<file path="config.mk">
export PLATFORM = sky130hd
export DESIGN_NAME = riscv_v_lsu
export DESIGN_NICKNAME = d
export VERILOG_FILES = /design/src/rtl/riscv_v_pkg.sv /design/src/rtl/riscv_v_lsu_byte_mask.sv /design/src/rtl/riscv_v_lsu.sv
export SDC_FILE = /design/constraint.sdc
export NUM_CORES = 1
export LEC_CHECK = 0
export CORE_AREA = 2 2 229 231
export DETAILED_ROUTE_END_ITERATION = 6
export DIE_AREA = 0 0 231 233
export PLACE_DENSITY_LB_ADDON = 0.2
export SLEW_MARGIN = 10
export SYNTH_ARGS = -nofsm -noshare
export SYNTH_HDL_FRONTEND = slang
export SYNTH_SLANG_ARGS = --single-unit
</file>
<file path="constraint.sdc">
create_clock -name clk -period 17.1 [get_ports clk]
set_input_delay 1.71 -clock clk [delete_from_list [all_inputs] [get_ports clk]]
set_output_delay 1.71 -clock clk [all_outputs]
set_load 0.1 [all_outputs]
</file>
<file path="src/rtl/riscv_v_pkg.sv">
// Shared types and constants for the vector load/store unit.
// Holds bus geometry, the LSU state encoding and the beat-selection helper.
package riscv_v_pkg;

    localparam int RISCV_V_MEM_BEAT_WIDTH = 32;
    localparam int RISCV_V_MEM_NUM_BEATS  = 4;

    typedef enum logic [1:0] {
        IDLE = 2'd0,
        REQ  = 2'd1,
        WAIT = 2'd2
    } lsu_state_t;

    // Lowest pending beat index; beats are issued in ascending order.
    function automatic logic [1:0] first_beat(input logic [3:0] pend);
        logic [1:0] idx;
        priority casez (pend)
            4'b???1: idx = 2'd0;
            4'b??10: idx = 2'd1;
            4'b?100: idx = 2'd2;
            default: idx = 2'd3;
        endcase
        return idx;
    endfunction

endpackage

</file>
<file path="src/rtl/riscv_v_lsu_byte_mask.sv">
// Active-byte mask of a 16-byte vector register for unit-stride access.
// A byte is active when it lies in [vstart*eb, min(vl*eb, 16)).
module riscv_v_lsu_byte_mask
    import riscv_v_pkg::*;
(
    input  logic [2:0]  sew,
    input  logic [6:0]  vl,
    input  logic [6:0]  vstart,
    output logic [15:0] byte_mask
);

    logic [15:0] eb;
    logic [15:0] lo;
    logic [15:0] hi_raw;
    logic [15:0] hi;

    always_comb begin
        eb     = 16'd1 << sew;
        lo     = 16'(vstart) * eb;
        hi_raw = 16'(vl) * eb;
        hi     = (hi_raw > 16'd16) ? 16'd16 : hi_raw;
        for (int i = 0; i < 16; i++) begin
            byte_mask[i] = (16'(i) >= lo) && (16'(i) < hi);
        end
    end

endmodule

</file>
<file path="src/rtl/riscv_v_lsu.sv">
// Vector memory stage: unit-stride loads/stores split into 32-bit bus beats,
// non-memory results forwarded to write-back with one cycle of latency.
module riscv_v_lsu
    import riscv_v_pkg::*;
#(
    parameter int BEAT_WIDTH = 32
) (
    input  logic                    clk,
    input  logic                    rst,
    input  logic                    clear_pipe,
    input  logic                    valid_exe,
    input  logic                    is_load_exe,
    input  logic                    is_store_exe,
    input  logic [31:0]             addr_exe,
    input  logic [127:0]            store_data_exe,
    input  logic [127:0]            alu_result_exe,
    input  logic [15:0]             rf_wr_en_exe,
    input  logic [4:0]              rf_wr_addr_exe,
    input  logic [8:0]              vtype_exe,
    input  logic [6:0]              vl_exe,
    input  logic [6:0]              vstart_exe,
    output logic [15:0]             rf_wr_en_mem,
    output logic [4:0]              rf_wr_addr_mem,
    output logic [127:0]            rf_wr_data_mem,
    output logic                    lsu_stall,
    output logic                    misaligned_err,
    output logic                    mem_req,
    output logic                    mem_we,
    output logic [31:0]             mem_addr,
    output logic [BEAT_WIDTH-1:0]   mem_wdata,
    output logic [BEAT_WIDTH/8-1:0] mem_be,
    input  logic                    mem_gnt,
    input  logic                    mem_rvalid,
    input  logic [BEAT_WIDTH-1:0]   mem_rdata,
    output lsu_state_t              state_dbg
);

    // Bus handshake: a request is presented with mem_req=1 and held unchanged
    // until the cycle mem_gnt=1; a granted load then waits for exactly one
    // mem_rvalid pulse before the next request, so one transaction is in flight.

    lsu_state_t state_q, state_d;

    logic [31:0]           base_q;
    logic [127:0]          sdata_q;
    logic [127:0]          ldata_q;
    logic [15:0]           mask_q;
    logic [3:0]            pend_q;
    logic                  is_store_q;
    logic [4:0]            dest_q;

    logic [15:0]           new_mask;
    logic [3:0]            new_pend;
    logic                  accept;
    logic                  is_mem;
    logic                  misaligned;
    logic                  mem_go;
    logic [1:0]            cur;
    logic [3:0]            cur_oh;
    logic                  more;
    logic [BEAT_WIDTH/8-1:0] cur_be;
    logic [BEAT_WIDTH-1:0] cur_word;
    logic [127:0]          ldata_merged;
    logic                  unused_vtype;

    assign unused_vtype = ^{vtype_exe[8:6], vtype_exe[2:0]};

    riscv_v_lsu_byte_mask u_byte_mask (
        .sew       (vtype_exe[5:3]),
        .vl        (vl_exe),
        .vstart    (vstart_exe),
        .byte_mask (new_mask)
    );

    always_comb begin
        accept     = (state_q == IDLE) && valid_exe && !clear_pipe;
        is_mem     = is_load_exe || is_store_exe;
        misaligned = (addr_exe[1:0] != 2'b00);
        for (int k = 0; k < RISCV_V_MEM_NUM_BEATS; k++) begin
            new_pend[k] = |new_mask[4*k +: 4];
        end
        mem_go   = accept && is_mem && !misaligned && (new_pend != 4'd0);
        cur      = first_beat(pend_q);
        cur_oh   = 4'b0001 << cur;
        more     = |(pend_q & ~cur_oh);
        cur_be   = mask_q[4*int'(cur) +: 4];
        cur_word = sdata_q[32*int'(cur) +: BEAT_WIDTH];
        ldata_merged = ldata_q;
        for (int b = 0; b < BEAT_WIDTH/8; b++) begin
            if (cur_be[b]) begin
                ldata_merged[32*int'(cur) + 8*b +: 8] = mem_rdata[8*b +: 8];
            end
        end
    end

    always_ff @(posedge clk) begin
        if (rst) begin
            state_q <= IDLE;
        end else begin
            state_q <= state_d;
        end
    end

    always_comb begin
        state_d = state_q;
        unique case (state_q)
            IDLE:    if (mem_go) state_d = REQ;
            REQ:     if (mem_gnt) state_d = is_store_q ? (more ? REQ : IDLE) : WAIT;
            WAIT:    if (mem_rvalid) state_d = more ? REQ : IDLE;
            default: state_d = IDLE;
        endcase
    end

    always_comb begin
        state_dbg = state_q;
        mem_req   = (state_q == REQ);
        mem_we    = (state_q == REQ) && is_store_q;
        mem_addr  = (state_q == REQ) ? (base_q + {28'd0, cur, 2'b00}) : 32'd0;
        mem_be    = (state_q == REQ) ? cur_be : '0;
        mem_wdata = ((state_q == REQ) && is_store_q) ? cur_word : '0;
        lsu_stall = (state_q == REQ) || (state_q == WAIT);
    end

    always_ff @(posedge clk) begin
        if (rst) begin
            base_q         <= '0;
            sdata_q        <= '0;
            ldata_q        <= '0;
            mask_q         <= '0;
            pend_q         <= '0;
            is_store_q     <= 1'b0;
            dest_q         <= '0;
            rf_wr_en_mem   <= '0;
            rf_wr_addr_mem <= '0;
            rf_wr_data_mem <= '0;
            misaligned_err <= 1'b0;
        end else begin
            rf_wr_en_mem   <= '0;
            rf_wr_addr_mem <= '0;
            rf_wr_data_mem <= '0;
            misaligned_err <= 1'b0;
            unique case (state_q)
                IDLE: begin
                    if (accept) begin
                        if (!is_mem) begin
                            rf_wr_en_mem   <= rf_wr_en_exe;
                            rf_wr_addr_mem <= rf_wr_addr_exe;
                            rf_wr_data_mem <= alu_result_exe;
                        end else if (misaligned) begin
                            misaligned_err <= 1'b1;
                        end else begin
                            // An op with no active bytes latches here but never leaves IDLE.
                            base_q     <= addr_exe;
                            sdata_q    <= store_data_exe;
                            mask_q     <= new_mask;
                            pend_q     <= new_pend;
                            is_store_q <= is_store_exe;
                            dest_q     <= rf_wr_addr_exe;
                            ldata_q    <= '0;
                        end
                    end
                end
                REQ: begin
                    if (mem_gnt && is_store_q) begin
                        pend_q <= pend_q & ~cur_oh;
                    end
                end
                WAIT: begin
                    if (mem_rvalid) begin
                        ldata_q <= ldata_merged;
                        pend_q  <= pend_q & ~cur_oh;
                        if (!more) begin
                            rf_wr_en_mem   <= mask_q;
                            rf_wr_addr_mem <= dest_q;
                            rf_wr_data_mem <= ldata_merged;
                        end
                    end
                end
                default: ;
            endcase
        end
    end

endmodule

</file>
# Yosys cells after proc, flatten, opt, wreduce, memory -nomap -nowiden
# Cells that the tools add are included.
dict set report op_classes {
  muxes 46
  n_lt_le_gt_ge 33
  n_shift 12
  div 0
  n_addsub 8
  reduce_logical 42
  mul 2
  eq_ne 11
  bitwise 6
}
# op n
set ops {}
lappend ops {{$mux W128} 12}
lappend ops {{$bwmux W128} 4}
lappend ops {{$pmux W128 S2} 2}
lappend ops {{$shift A8 B33 Y128 const A} 4}
lappend ops {{$shiftx A8 B33 Y128} 4}
lappend ops {{$ge A4 B16 Y1 const A} 8}
lappend ops {{$lt A4 B16 Y1 const A} 8}
lappend ops {{$shiftx A128 B8 Y32} 1}
lappend ops {{$neg A8 Y33} 3}
lappend ops {{$mux W16} 5}
lappend ops {{$ge A3 B16 Y1 const A} 4}
lappend ops {{$lt A3 B16 Y1 const A} 4}
lappend ops {{$mux W32} 2}
lappend ops {{$neg A7 Y33} 1}
lappend ops {{$add A32 B4 Y32} 1}
lappend ops {{$ge A1 B16 Y1 const A} 2}
lappend ops {{$ge A2 B16 Y1 const A} 2}
lappend ops {{$lt A1 B16 Y1 const A} 2}
lappend ops {{$lt A2 B16 Y1 const A} 2}
lappend ops {{$mul A7 B16 Y16} 2}
lappend ops {{$pmux W16 S2} 1}
lappend ops {{$mux W4} 6}
lappend ops {{$reduce_or A4 Y1} 6}
lappend ops {{$logic_and A1 B1 Y1} 23}
lappend ops {{30 further kinds} 51}
dict set report totals {
  ramBits 0
  mem_bits_ro 0
  in_bits 372
  out_inout_bits 223
  latch_bits 0
  n_memories 0
  reg_bits 466
}

# Depth between registers and ports, before layout
# Gate-level depths: netlist (run 1).
dict set report depth {
  depth_word 15
  mapped_depth 25
  ltp_nobuf 22
}

# Modules after synthesis
# Synthesis (run 1) repeated with hierarchy kept, for this count alone.
dict set report hier_totals {
  hier_cells 2834
  area_unflattened_um2 23725.3
}
# module cells_each area_each_um2 n_inst
set by_module_without_submodules {}
lappend by_module_without_submodules {riscv_v_lsu 2291 19366.1 1}
lappend by_module_without_submodules {riscv_v_lsu_byte_mask 543 4359.2 1}

# Worst setup path after synthesis (run 1)
# Ideal clock, no wire load.
dict set report synth_timing {
  kind {input to register}
  start {in vtype_exe[5]}
  end {reg state_q[0] (netlist: state_dbg[0])}
  stages 23
  t_arrival_ns 7.796
  t_required_ns 16.979
  path_buffers 3
  path_slack_ns 9.183
  path_cell_list {buf_4 nor3_1 clkbuf_1 nand2_1 fa_1 fa_1 inv_1 fa_1 inv_1 fa_1 inv_1 ha_1 o211ai_1 o21ai_0 nor2_1 o41ai_1 xor2_1 nor4_2 or3b_1 buf_2 o41ai_4 a311oi_2 mux2_4}
}
dict set report synth_via {
  elab_chain_len 11
  elab_cells_between_ends 61
}
# item line
set synth_lines {}
lappend synth_lines {{start, declared} riscv_v_lsu.sv:19} ;# input logic [8:0] vtype_exe,
lappend synth_lines {{$shl A1 B3 Y16 (*)} riscv_v_lsu_byte_mask.sv:18} ;# eb = 16'd1 << sew;
lappend synth_lines {{$mul A7 B16 Y16} riscv_v_lsu_byte_mask.sv:20} ;# hi_raw = 16'(vl) * eb;
lappend synth_lines {{$gt A16 B5 Y1} riscv_v_lsu_byte_mask.sv:21} ;# hi = (hi_raw > 16'd16) ? 16'd16 : hi_raw;
lappend synth_lines {{$mux W16} riscv_v_lsu_byte_mask.sv:21}
lappend synth_lines {{$lt A1 B16 Y1 (tied with other cells)} riscv_v_lsu_byte_mask.sv:23} ;# byte_mask[i] = (16'(i) >= lo) && (16'(i) < hi);
lappend synth_lines {{$logic_and A1 B1 Y1} riscv_v_lsu_byte_mask.sv:23}
lappend synth_lines {{$reduce_or A4 Y1} riscv_v_lsu.sv:80} ;# new_pend[k] = |new_mask[4*k +: 4];
lappend synth_lines {{$reduce_bool A4 Y1 (*)} riscv_v_lsu.sv:82} ;# mem_go = accept && is_mem && !misaligned && (new_pend != 4'd0);
lappend synth_lines {{$logic_and A1 B1 Y1 (*)} riscv_v_lsu.sv:82}
lappend synth_lines {{$ne A2 B2 Y1 (no source line) (*)} n/a}
lappend synth_lines {{$reduce_and A3 Y1 (no source line) (*)} n/a}
lappend synth_lines {{end signal, assigned} riscv_v_lsu.sv:100} ;# state_q <= state_d;
lappend synth_lines {{end, declared} riscv_v_lsu.sv:42} ;# lsu_state_t state_q, state_d;
# Every way passes the cells marked *; elsewhere a longest branch is shown, timed or not.
# A chain may end at the register's enable or synchronous reset.

# Worst setup path in the final report (run 1)
dict set report layout_timing {
  start {in vtype_exe[3]}
  end {reg state_q[0] (netlist: state_dbg[0])}
}
# Same word-level chain as after synthesis.

==> results of run 1 <==
## per-stage QoR
step	hold slack, ns	total power (µW)
floorplan	0.4357	1308
global placement	0.4409	1456
detailed placement	0.4461	1458
CTS	0.4542	2530
global route	0.4693	2602
finish	0.4528	2521
## area by class of cell
cell class | count | area [µm²]
fill | 4608 | 18680
timing repair buffer | 611 | 6071
antenna | 2 | 5.005
clock buffer | 74 | 1483
tap | 680 | 850.8
multi-input combinational | 2530 | 14220
inverter | 84 | 316.6
clock inverter | 14 | 128.9
sequential | 466 | 9335
## kinds of logic (layout without fill, tap and decap cells)
group | Yosys count | after routing | synth area share (%)
xor+xnor | 31 | 31 | 1.097
fa+ha+maj | 146 | 146 | 9.163
simple gates | 1512 | 1512 | 26.09
compound gates | 775 | 775 | 18.20
other cells | 0 | 2 | 0
buf+inv | 326 | 783 | 5.016
mux | 66 | 66 | 2.726
flops | 466 | 466 | 37.70
## cell usage after synthesis (11+ instances only)
library cell    n  area share (%)
a21oi_1       510              10
a22oi_1       122             3.7
and2_1        109             2.8
buf_1          27            0.41
clkbuf_1      207             3.1
dfxtp_1       466              38
fa_1           59             4.8
ha_1           86             4.3
inv_1          82             1.2
mux2i_1        58             2.3
nand2_1       736              11
nand3_1       100             2.0
nand4_1        15            0.38
nor2_1        436             6.6
nor2b_1        12            0.30
nor3_1         31            0.63
o211ai_1       11            0.33
o21ai_0        56             1.1
or3_1          11            0.28
xnor2_1        22            0.78
## final timing paths
check               startpoint           endpoint  slack, ns
setup reg to reg     pend_q[2]  rf_wr_addr_mem[4]      11.88
hold reg to reg     sdata_q[1]         sdata_q[1]       0.45
hold / removal      sdata_q[1]         sdata_q[1]       0.45
setup / recovery  vtype_exe[3]       state_dbg[0]       8.25
## worst register-to-register path, delay by kind of cell (launching register included)
| family | cells | cell delay [ns] |
|---|---|---|
| compound gates | 3 | 1.31 |
| fa+ha+maj | 1 | 0.24 |
| flops | 1 | 0.31 |
| buf+inv | 3 | 1.03 |
| simple gates | 3 | 2.27 |
## layer usage
metal	share of wire [%]	track usage, %
met2	45	50.25
met1	41	39.95
met5	0.093	0
met4	5.5	15.71
met3	8.4	7.181
## cells in the final DEF, fill, tap and decap left out, types with 28 or more instances in the layout
cell type / count
a22oi_1: 122
inv_1: 81
dfxtp_1: 463
clkdlybuf4s50_1: 585
nor2_1: 434
nand2_1: 736
nor3_1: 28
a21oi_1: 510
nand3_1: 100
mux2i_1: 58
clkbuf_16: 51
o21ai_0: 56
and2_1: 108
ha_1: 86
fa_1: 59
## state kept, by name, indices dropped and copies added, names as in the netlist
name and count:
base_q 32, dest_q 5, is_store_q 1, ldata_q 128, mask_q 16, misaligned_err 1
pend_q 4, rf_wr_addr_mem 5, rf_wr_data_mem 128, rf_wr_en_mem 16, sdata_q 128, state_dbg 2
## power by group through the flow
stage	clock network (µW)	registers [µW]	logic, µW
after floorplan	0	1160	151
after global placement	0	1130	328
after detailed placement	0	1130	329
after CTS	1090	1100	331
after global routing	1140	1110	359
final	1080	1100	333
==> metrics.cfg, run 1 <==
[sta]
worst_slack_ns = 8.248
finalHoldViolCount = 0
fmax_ghz = 0.1130
relSlewSlack_pct = 17.97
finalSetupViolations = 0
period_share_pct = 51.77
rsz0062_at_grt = no
finalMaxSlewViolations = 0
tightestPinTransition_ns = 1.227
period_needed_ns = 8.852
tns_ns = 0
clock_skew_ns = 0.01945

[floorplan]
die_h_um = 233
rows = 83
start_util_pct = 48.43
dieArea_mm2 = 0.05382
die_w_um = 231
core_mm2 = 0.05109
pin_count = 595

[yosys]
ys_async_sr_fraction_pct = 0
synth-main-ff-cell = dfxtp_1
synth_seq_cells = 466
syn-num-nets = 3839
syn_area_per_cell_um2 = 7.448
ys_seq_area_share_pct = 37.70
yosysWarnings = 0
yosys.cell_types.count = 83
syn_inst = 3322
syn-cell-area_mm2 = 0.02474
synth_enable_flop_cells = 0

[critical_path]
path_cells = clkdlybuf4s50_1 > nor3b_2 > nand2_1 > fa_1 > fa_1 > inv_1 > fa_1 > inv_1 > fa_1 > inv_1 > ha_1 > o211ai_1 > o21ai_0 > nor2_1 > o41ai_1 > xor2_1 > nor4_2 > or3b_1 > o41ai_4 > a311oi_2 > mux2_4
critPathTopFamily = adder cells
timing.critical_path.mode_cell = fa_1
path_buf_inv = 4
cp_slowest_cell = nor3b_2
cp.required_ns = 17.59
worstSetupStartpointType = primary input
crit_type = primary input to flop
r2r_cells = 10
arrival_ns = 9.34
cp_max_fo = 15
cp.depth = 21
critPathCaptureType = flop
critPathMaxStageDelay_ns = 0.88

[clock_tree]
cts_max_path_buffers = 3
clkTransAtPathRegs_ns = 0.06
cts_tree = built
post_cts_buffers = 0
cts-root-buf = clkbuf_16
clock_sinks = 466
h-tree-depth = 2
cts_buffers = 51
cts_resized = 0
clkLatencyLatePin_ns = 0.61
hold_buffers = 0

[placement]
postPlaceCellArea_mm2 = 0.03080
gp_congestion = 0.9051
dp_cells = 4371
port_buffers = 588
hpwl_um = 61720
place_ws_ns = 7.730

[pwr]
leakage_uw = 0.01152
p_per_area_mw_per_mm2 = 77.76
pwr-share-comb_pct = 13.2
switching_share_pct = 26.52
p_int_uw = 1852
power_switching_uw = 668.5
pwr-share-seq_pct = 43.8
p_clk_share_pct = 43.0
vdd_drop_max_uv = 83.19

[hold_path]
hold_depth = 2
hold_class = flop to flop

[finish]
fin_cells = 4461
fin_util_pct = 63.44
drive_gt1_share_pct = 3.916
syn_to_final_growth_pct = 31.01
layout.nets = 4261
stdcell_area_mm2 = 0.03241

[global_routing]
grt_max_degree = 182
track_usage_pct = 31.47
antenna_found_initial = 8
overflow = 0
grt_pass1_wl_um = 132300
grt_pass1_vias = 22800

[drt]
viasPerCell = 5.553
post-route-drc-count = 0
drt-pass1-iter-count = 7
drt-total-wl_um = 87260
num_vias = 24770
drt_iter0_markers = 2319
ant_nets = 0
wire_per_inst_um = 19.56

[outcome]
outcome = finished, final reports clean

[flow_run]
maxCapViolCount = 0

Note: power is estimated with default switching activity, not from simulation.
==> inputs of run 2 (changes only) <==
- CORE_AREA: 2 2 229 231 -> 2 2 230 232
- DIE_AREA: 0 0 231 233 -> 0 0 232 234
- clock period: 17.1 -> 8.51 ns (I/O delays scaled with it)
==> metrics.cfg, run 2 (synthesis results as in run 1) <==
[finish]
multi_input_area_mm2 = 0.01420  ; was 0.01422 mm²
regArea_mm2 = 0.009335  ; unchanged
syn_to_final_growth_pct = 31.47  ; was 31.01%
layout.nets = 4267  ; was 4,261
fin_cells = 4482  ; was 4,461
mostFrequentLayoutCells = nand2_1, clkdlybuf4s50_1, a21oi_1  ; unchanged
final_common_cell = nand2_1  ; unchanged
reg_top3 = ldata_q (128), rf_wr_data_mem (128), sdata_q (128)  ; unchanged
drive_gt1_share_pct = 4.068  ; was 3.916%
fillers = 4757  ; was 4,608

[critical_path]
worstSetupStartpointType = primary input  ; unchanged
critPathCaptureType = flop  ; unchanged
cp.required_ns = 9.01  ; was 17.59 ns
arrival_ns = 7.94  ; was 9.34 ns
cp_max_fo = 10  ; was 15
crit_type = primary input to flop  ; unchanged

[sta]
holdWs_ns = 0.4520  ; was 0.4528 ns
fmax_ghz = 0.1344
tns_ns = 0  ; unchanged
period_share_pct = 87.41
finalSetupViolations = 0  ; unchanged
clock_skew_ns = 0.02545  ; was 0.01945 ns
finalMaxSlewViolations = 0  ; unchanged
tightestPinTransition_ns = 1.190  ; was 1.227 ns
finalHoldViolCount = 0  ; unchanged
rsz0062_at_grt = no  ; unchanged
relSlewSlack_pct = 20.67  ; was 17.97%
worst_slack_ns = 1.071  ; was 8.248 ns
period_needed_ns = 7.439

[flow_run]
maxCapViolCount = 0  ; unchanged

[pwr]
leakage_uw = 0.01158  ; was 0.01152 µW
p_clk_share_pct = 43.6  ; was 43.0%
p_int_uw = 3784  ; was 1852 µW
switching_share_pct = 26.26  ; was 26.52%
p_per_area_mw_per_mm2 = 157.7  ; was 77.76 mW/mm²
pwr-share-comb_pct = 13.1  ; was 13.2%
total_power_uw = 5131  ; was 2521 µW
power_switching_uw = 1347  ; was 668.5 µW
pwr-share-seq_pct = 43.2  ; was 43.8%
vdd_drop_max_uv = 138.1  ; was 83.19 µV

[clock_tree]
cts-root-buf = clkbuf_16  ; unchanged
clkLatencyLatePin_ns = 0.61  ; about the same
cts_tree = built  ; unchanged
hold_buffers = 0  ; unchanged
h-tree-depth = 2  ; unchanged
cts_resized = 0  ; unchanged
cts_max_path_buffers = 3  ; unchanged
clock_sinks = 466  ; unchanged
cts_buffers = 51  ; unchanged
clkTransAtPathRegs_ns = 0.06  ; about the same
post_cts_buffers = 0  ; unchanged

[global_routing]
grt_pass1_wl_um = 131100  ; was 132,300 µm
antenna_found_initial = 10  ; was 8
grt_pass1_vias = 22760  ; was 22,800
grt_max_degree = 204  ; was 182
overflow = 0  ; unchanged
track_usage_pct = 30.87  ; was 31.47%

[hold_path]
hold_class = flop to flop  ; unchanged

[floorplan]
die_w_um = 232  ; was 231 µm
start_util_pct = 47.56  ; was 48.43%
rows = 84  ; was 83
dieArea_mm2 = 0.05429  ; was 0.05382 mm²
die_h_um = 234  ; was 233 µm
core_mm2 = 0.05202  ; was 0.05109 mm²
pin_count = 595  ; unchanged

[placement]
gp_congestion = 0.9072  ; was 0.9051
dp_cells = 4385  ; was 4,371
hpwl_um = 61840  ; was 61,720 µm
place_ws_ns = 0.4261  ; was 7.730 ns
port_buffers = 588  ; unchanged

[outcome]
outcome = finished, final reports clean  ; unchanged

[drt]
drt-pass1-iter-count = 7  ; unchanged
num_vias = 24620  ; was 24,770
ant_nets = 0  ; unchanged
wire_per_inst_um = 19.44  ; was 19.56 µm
viasPerCell = 5.493  ; was 5.553
post-route-drc-count = 0  ; unchanged
drt-total-wl_um = 87120  ; was 87,260 µm
drt_iter0_markers = 2341  ; was 2,319

run 2: changes by cell type in the layout (fill, tap and decap cells not counted), sizes merged:
cell,previous run,this run
buf,26,33
clkdlybuf4s50,585,584
inv,85,84
clkbuf,74,76
diode,2,8
run 2: worst max-delay path, stage by stage:
cell and delay [ns]:
clkdlybuf4s50_1 0.67, nor3b_1 0.61, buf_4 0.29, and2_1 0.17, fa_1 0.41, inv_1 0.07
fa_1 0.45, fa_1 0.55, inv_1 0.06, fa_1 0.49, ha_1 0.36, a21oi_1 0.23
o211ai_1 0.15, a2111oi_0 0.37, nand4_1 0.18, a2111oi_2 0.42, nand4_1 0.35, nor2_1 0.40
o31ai_1 0.16, a311oi_2 0.35, mux2_4 0.33
run 2: final timing paths:
| path | startpoint | endpoint | slack, ns | cells past startpoint |
|---|---|---|---|---|
| worst max-delay path | vtype_exe[5] | state_dbg[0] | 1.07 | 21 |
| worst min-delay path | sdata_q[123] | sdata_q[123] | 0.45 | 2 |
| worst max register to register | pend_q[0] | rf_wr_en_mem[3] | 3.76 | 9 |
| worst min register to register | sdata_q[123] | sdata_q[123] | 0.45 | 2 |
run 2: power by group through the flow:
| stage | registers (µW) | clock network [µW] | logic [µW] |
|---|---|---|---|
| 2_1_floorplan | 2320 | 0 | 304 |
| 3_3_place_gp | 2270 | 0 | 664 |
| 3_5_place_dp | 2270 | 0 | 667 |
| 4_1_cts | 2220 | 2280 | 671 |
| 5_1_grt | 2220 | 2350 | 725 |
| 6_report | 2220 | 2240 | 674 |
run 2: area by class of cell:
class | instances | area share (%)
clock buffer | 76 | 4.808
sequential | 466 | 28.70
multi-input combinational | 2530 | 43.67
timing repair buffer | 617 | 18.79
tap | 688 | 2.646
inverter | 84 | 0.9731
clock inverter | 13 | 0.3539
antenna | 8 | 0.06154
run 2: through the flow:
stage	area (µm²)	util [%]
after floorplan	24740	-
after global placement	30830	59.26
after detailed placement	30830	59.26
after CTS	32510	62.49
after global routing	32510	62.50
final	32530	62.53
run 2: routing by layer:
metal / wire, µm / vias to the layer above / track usage, % / part of all wire (%)
met5: 83 / - / 0 / 0.095
met4: 3258 / 14 / 11.82 / 3.7
met3: 7649 / 165 / 7.612 / 8.8
met2: 41570 / 954 / 52.55 / 48
met1: 34550 / 11510 / 37.63 / 40
li1: - / 11980 / - / -
